$ cat src/rtl/rf_spi_slave_regfile.sv
// rf_spi_slave_regfile
//   SPI mode-0 responder emulating an ADF4351-style 32-bit write register file.
//   SCK/CS/SDI are oversampled with sys_clk. Each MSB-first 32-bit frame is
//   committed to the register selected by frame bits [2:0]. During the same
//   frame the register written by the previous good frame is shifted out on SDO.
// Ports
//   sys_clk       system clock, at least 8x the SCK frequency
//   sys_rest      synchronous reset, active-low
//   spi_sck       SPI clock, mode 0 (asynchronous)
//   spi_cs        chip select, active-low (asynchronous)
//   spi_sdi       master-to-slave data (asynchronous)
//   spi_sdo       slave-to-master data, registered
//   spi_sdo_oe    high while the synchronized CS is low during a frame
//   reg_wr_valid  one-cycle pulse on a committed write
//   reg_wr_addr   address of the committed write
//   reg_wr_data   full frame of the committed write
//   reg_file      all registers, reg N at [32N+31:32N]
//   frame_err     one-cycle pulse when CS rises with a bit count other than FRAME_BITS
//   addr_err      one-cycle pulse for a full frame whose address is out of range
//   frame_cnt     count of committed good writes, wrapping
module rf_spi_slave_regfile #(
  parameter int NUM_REGS   = 6,
  parameter int FRAME_BITS = 32,
  parameter int CNT_W      = 16
) (
  input  logic                     sys_clk,
  input  logic                     sys_rest,
  input  logic                     spi_sck,
  input  logic                     spi_cs,
  input  logic                     spi_sdi,
  output logic                     spi_sdo,
  output logic                     spi_sdo_oe,
  output logic                     reg_wr_valid,
  output logic [2:0]               reg_wr_addr,
  output logic [31:0]              reg_wr_data,
  output logic [32*NUM_REGS-1:0]   reg_file,
  output logic                     frame_err,
  output logic                     addr_err,
  output logic [CNT_W-1:0]         frame_cnt
);

  localparam int              BC_W    = $clog2(FRAME_BITS + 2);
  localparam logic [BC_W-1:0] BC_FULL = BC_W'(FRAME_BITS);
  localparam logic [BC_W-1:0] BC_SAT  = BC_W'(FRAME_BITS + 1);
  localparam logic [3:0]      NREG_C  = 4'(NUM_REGS);

  typedef enum logic [1:0] {IDLE, SHIFT, COMMIT, ABORT} state_t;

  state_t state_q, state_d;

  logic sck_m_q, sck_s_q, sck_h_q;
  logic cs_m_q, cs_s_q, cs_h_q;
  logic sdi_m_q, sdi_s_q;
  logic [1:0] fill_q, fill_d;
  logic armed_q, armed_d;

  logic [BC_W-1:0]  bit_cnt_q, bit_cnt_d;
  logic [31:0]      rx_sr_q, rx_sr_d;
  logic [31:0]      tx_sr_q, tx_sr_d;
  logic [2:0]       last_addr_q, last_addr_d;
  logic [CNT_W-1:0] frame_cnt_q, frame_cnt_d;
  logic             sdo_q, sdo_d;
  logic             oe_q, oe_d;
  logic [31:0]      reg_q [NUM_REGS];
  logic [31:0]      reg_d [NUM_REGS];

  logic        sck_rise, sck_fall, cs_fall, cs_rise;
  logic        addr_ok;
  logic [31:0] rd_word;

  // Input synchronizers: 2 FFs per pin plus a history FF for SCK/CS edges.
  always_ff @(posedge sys_clk) begin
    if (!sys_rest) begin
      sck_m_q <= 1'b0;
      sck_s_q <= 1'b0;
      sck_h_q <= 1'b0;
      cs_m_q  <= 1'b1;
      cs_s_q  <= 1'b1;
      cs_h_q  <= 1'b1;
      sdi_m_q <= 1'b0;
      sdi_s_q <= 1'b0;
      fill_q  <= 2'd0;
      armed_q <= 1'b0;
    end else begin
      sck_m_q <= spi_sck;
      sck_s_q <= sck_m_q;
      sck_h_q <= sck_s_q;
      cs_m_q  <= spi_cs;
      cs_s_q  <= cs_m_q;
      cs_h_q  <= cs_s_q;
      sdi_m_q <= spi_sdi;
      sdi_s_q <= sdi_m_q;
      fill_q  <= fill_d;
      armed_q <= armed_d;
    end
  end

  // The synchronizer comes out of reset holding CS=1, so a pin already low at
  // release would look like a falling edge. Frames are only accepted once CS
  // has been seen high through a fully refilled synchronizer.
  always_comb begin
    fill_d  = (fill_q == 2'd3) ? fill_q : fill_q + 2'd1;
    armed_d = armed_q | ((fill_q == 2'd3) & cs_s_q);
  end

  assign sck_rise = sck_s_q & ~sck_h_q;
  assign sck_fall = ~sck_s_q & sck_h_q;
  assign cs_fall  = cs_h_q & ~cs_s_q & armed_q;
  assign cs_rise  = ~cs_h_q & cs_s_q;

  assign addr_ok  = ({1'b0, rx_sr_q[2:0]} < NREG_C);

  always_comb begin
    rd_word = '0;
    for (int i = 0; i < NUM_REGS; i++) begin
      if (last_addr_q == 3'(i)) rd_word = reg_q[i];
    end
  end

  // FSM state register
  always_ff @(posedge sys_clk) begin
    if (!sys_rest) state_q <= IDLE;
    else           state_q <= state_d;
  end

  // FSM next state
  always_comb begin
    state_d = state_q;
    unique case (state_q)
      IDLE:    if (cs_fall) state_d = SHIFT;
      SHIFT:   if (cs_rise) state_d = (bit_cnt_q == BC_FULL) ? COMMIT : ABORT;
      COMMIT:  state_d = IDLE;
      ABORT:   state_d = IDLE;
      default: state_d = IDLE;
    endcase
  end

  // FSM outputs
  always_comb begin
    reg_wr_valid = (state_q == COMMIT) & addr_ok;
    addr_err     = (state_q == COMMIT) & ~addr_ok;
    frame_err    = (state_q == ABORT);
    reg_wr_addr  = reg_wr_valid ? rx_sr_q[2:0] : 3'd0;
    reg_wr_data  = reg_wr_valid ? rx_sr_q : 32'd0;
  end

  // Datapath next state. A CS rise in the same cycle as an SCK edge discards the SCK edge.
  always_comb begin
    bit_cnt_d   = bit_cnt_q;
    rx_sr_d     = rx_sr_q;
    tx_sr_d     = tx_sr_q;
    last_addr_d = last_addr_q;
    frame_cnt_d = frame_cnt_q;
    for (int i = 0; i < NUM_REGS; i++) reg_d[i] = reg_q[i];
    unique case (state_q)
      IDLE: begin
        if (cs_fall) begin
          bit_cnt_d = '0;
          tx_sr_d   = rd_word;
        end
      end
      SHIFT: begin
        if (!cs_rise) begin
          if (sck_rise) begin
            rx_sr_d = {rx_sr_q[30:0], sdi_s_q};
            if (bit_cnt_q != BC_SAT) bit_cnt_d = bit_cnt_q + 1'b1;
          end
          if (sck_fall) tx_sr_d = {tx_sr_q[30:0], 1'b0};
        end
      end
      COMMIT: begin
        if (addr_ok) begin
          for (int i = 0; i < NUM_REGS; i++) begin
            if (rx_sr_q[2:0] == 3'(i)) reg_d[i] = rx_sr_q;
          end
          frame_cnt_d = frame_cnt_q + 1'b1;
          last_addr_d = rx_sr_q[2:0];
        end
      end
      default: ;
    endcase
    sdo_d = (state_q == SHIFT) & tx_sr_q[31];
    oe_d  = armed_q & ~cs_s_q;
  end

  // Datapath registers
  always_ff @(posedge sys_clk) begin
    if (!sys_rest) begin
      bit_cnt_q   <= '0;
      rx_sr_q     <= '0;
      tx_sr_q     <= '0;
      last_addr_q <= '0;
      frame_cnt_q <= '0;
      sdo_q       <= 1'b0;
      oe_q        <= 1'b0;
      for (int i = 0; i < NUM_REGS; i++) reg_q[i] <= '0;
    end else begin
      bit_cnt_q   <= bit_cnt_d;
      rx_sr_q     <= rx_sr_d;
      tx_sr_q     <= tx_sr_d;
      last_addr_q <= last_addr_d;
      frame_cnt_q <= frame_cnt_d;
      sdo_q       <= sdo_d;
      oe_q        <= oe_d;
      for (int i = 0; i < NUM_REGS; i++) reg_q[i] <= reg_d[i];
    end
  end

  always_comb begin
    reg_file = '0;
    for (int i = 0; i < NUM_REGS; i++) reg_file[32*i +: 32] = reg_q[i];
  end

  assign spi_sdo    = sdo_q;
  assign spi_sdo_oe = oe_q;
  assign frame_cnt  = frame_cnt_q;

endmodule

$ cat config.mk
export PLATFORM = sky130hd
export DESIGN_NAME = rf_spi_slave_regfile
export DESIGN_NICKNAME = d
export VERILOG_FILES = /design/src/rtl/rf_spi_slave_regfile.sv
export SDC_FILE = /design/constraint.sdc
export NUM_CORES = 1
export LEC_CHECK = 0
export ABC_CLOCK_PERIOD_IN_PS = 1820
export CORE_ASPECT_RATIO = 0.75
export CORE_UTILIZATION = 50
export DETAILED_ROUTE_END_ITERATION = 8
export PLACE_DENSITY_LB_ADDON = 0.1
export SYNTH_ARGS = -nofsm -noshare
export SYNTH_HDL_FRONTEND = slang
export SYNTH_SLANG_ARGS = --single-unit
$ cat constraint.sdc
create_clock -name sys_clk -period 1.82 [get_ports sys_clk]
set_input_delay 0.546 -clock sys_clk [delete_from_list [all_inputs] [get_ports sys_clk]]
set_output_delay 0.546 -clock sys_clk [all_outputs]
set_load 0.05 [all_outputs]
==> metrics.cfg <==
[worst_setup_path]
crit_path_start_kind = register
crit_type = reg2out
max_stage_delay_ns = 0.33
setup.worst_path.start = state_q[0]
crit_chain = and2b_4 -> buf_12 -> nand2_8 -> inv_12 -> nand2_4 -> clkinvlp_4 -> buf_12
end_kind = primary output
r2r-start = state_q[0]
cpMostUsedCell = buf_12
critPathRequiredTime_ns = 1.27
worst_r2r_path_depth = 11
path_max_fanout = 5
cp.arrival_ns = 1.91
crit_slowest_cell = dfxtp_2

[placement]
finalWeightedCongestion = 0.884
pre_cts_slack_ns = -0.332
dp_cells = 2098
io_buffers = 252
hpwl_mm = 33.2

[sta]
tightest_slew_ns = 0.647
post-route-period-util_pct = 135
rsz0062_at_grt = true
fmaxAchievable_ghz = 0.406
holdWs_ns = 0.421
hold_violations = 0
max-slew-margin-rel_pct = 56.7
setup_ws_ns = -0.640
setup_viol = 224
maxSlewViolCount = 0
layout_min_cycle_time_ns = 2.46
worst_clock_skew_ns = 0.0297

[power]
p_sw_share_pct = 22.7
comb_power_share_pct = 2.7
leakagePower_nw = 7.74
ir_drop_mv = 0.637
seq_power_share_pct = 50.2
powerDensity_nw_per_um2 = 613
switchingPower_mw = 2.94
intPower_mw = 10.1
pwr-share-clk_pct = 47.1

[die]
fp.coreArea_um2 = 25000
die_x_um = 187
io_pins = 253
die-area_um2 = 26200
die_y_um = 140
core.rowCount = 50
initial_utilization_pct = 51.1

[clock_network]
clk-insertion-delay-late_ns = 0.58
cts_made_buffers = 30
root_buffer = clkbuf_16
path_clk_slew_ns = 0.06
cts-htree-levels = 1
cts_sinks = 296
max-clock-path-buffers = 3
cts_tree = done

[detailed_routing]
firstDrtPassIters = 7
drtIter0Drc = 2542
vias_per_cell = 6.50
antenna_left = 0
totalWireLength_mm = 58.5
drcViolationCount = 0
wl_per_cell_um = 26.3
num_vias = 14500

[final_layout]
stdcell_count = 2225
final_cell_mix = nand2_1 (404), dfxtp_1 (290), buf_12 (259)
drive_above_1_share_pct = 38.9
fillers = 1237
syn_to_final_growth_pct = 65.9
final_core_util_pct = 84.7
final_common_cell = nand2_1
nNetsFinal = 1875

[yosys]
netlist_instances = 1548
synth_area_um2 = 12800
synth_xor_xnor_area_share_pct = 1.03
yosys.area_share.adder_pct = 0.490
yosys.area.top_type = dfxtp_1
syn_nets = 1558
ys_seq_area_share_pct = 46.4
yosysWarningCount = 0
synth_compound_area_share_pct = 19.1
ys_ff_latch = 296
avgSynthCellArea_um2 = 8.26
synth-async-reset-ratio_pct = 0
synth_edf_count = 0
post-synth-top-area-fraction_pct = 46.4
synth_ff_type = dfxtp_1
yosys-mux-area-fraction_pct = 4.74
yosys-top-cells-area = dfxtp_1 (46%), nand2_1 (13%), a21oi_1 (9.6%)
synth.distinct_cells = 60
synth_top_family_by_area = simple AND/OR/NAND/NOR gates
yosys.area_share.simple_pct = 21.2

[grt]
grt-ovfl-total = 0
grt_pass1_wl_mm = 76.0
grt_usage_pct = 37.2
grt_max_degree = 77
grt_pass1_vias = 12800
antenna_found_initial = 0

[hold_path]
min_path_cells = 3
hp-start = sys_rest
hp-class = in2reg

[job]
drv_cap = 0

[outcome]
outcome = finished, violations left
violations = negative setup slack

Yosys cell counts, drive strengths merged (2+ instances only):
cell    number
o221ai      18
o221a       18
mux2i       20
inv         17
or3          3
nand2b      11
a21boi       2
buf         94
o22ai       14
a211o       18
xnor2       11
mux2        10
nand4        4
o21ai        5
a221oi      10
nor4         6
xor2         4
mux4        13
and2         9
and2b        3
nor2b        4
nor3         9
ha           5
clkbuf      69
nand3b       2
o211ai      13
o31ai        2
and3        48
a21o         4
a221o        3
a21oi      274
nand2      478
nor2        34
nand3        9
dfxtp      296
area by class of cell:
class / instances / area, um2 / area share, %
Multi-Input combinational cell: 1072 / 6670 / 31.5
Clock buffer: 46 / 872 / 4.11
Inverter: 17 / 95.1 / 0.449
Tap cell: 338 / 423 / 1.99
Timing Repair Buffer: 448 / 7140 / 33.7
Clock inverter: 7 / 62.6 / 0.295
Sequential cell: 296 / 5940 / 28.0
Antenna cell: 1 / 2.50 / 0.0118
critical path, delay by kind of cell (launching register included):
kind / cells / cell delay [ns]
and+or+nand+nor: 3 / 0.44
DFF: 1 / 0.33
buffers and inverters: 4 / 0.55
final timing paths:
check	end	slack, ns
setup / recovery	reg_wr_data[0]	-0.64
hold / removal	cs_h_q	0.42
setup reg to reg	reg_q[5][7]	-0.28
hold reg to reg	sdi_s_q	0.44
power by group through the flow:
stage	clock network, mW	registers, mW	logic [mW]
2_1_floorplan	0	6.67	0.169
3_3_place_gp	0	6.67	0.255
3_5_place_dp	0	6.67	0.264
4_1_cts	5.96	6.52	0.276
5_1_grt	6.32	6.53	0.361
6_report	6.11	6.53	0.352
kinds of logic after synthesis:
group	after synthesis
and+or+nand+nor	622
DFF	296
xor gates and xnor gates	15
AOI/OAI and AO/OA	387
buffers and inverters	180
muxes	43
adders and majority gates	5
state kept, by name (all words and copies together), names as in the netlist, 2 cells and up:
name and count:
rx_sr_q 32, state_q 2, bit_cnt_q 6, fill_q 2
frame_cnt 16, last_addr_q 3, tx_sr_q 32, reg_q 192
stage by stage:
stage | total power [mW] | area [um2] | setup TNS, ns
after floorplan | 6.84 | 12900 | -0.266
after global placement | 6.92 | 18400 | -17.75
after detailed placement | 6.93 | 18400 | -22.01
after CTS | 12.8 | 20100 | -33.86
after global routing | 13.2 | 21200 | -41.35
final | 13.0 | 21200 | -38.70
routing by layer:
layer  global-route usage (%)  wire length, um
met2                     57.4            24800
met1                     49.3            21100
met5                        0               46
met3                     9.00             8580
met4                     17.0             3970
timing repair:
item,4_1_cts,5_1_grt
hold buffers,0,0
pin swaps,9,24
cloned,9,17
endpoints found under the setup margin,186,287
setup buffers,25,33
resized for setup,99,136
Power figures use the tool's default switching activity.
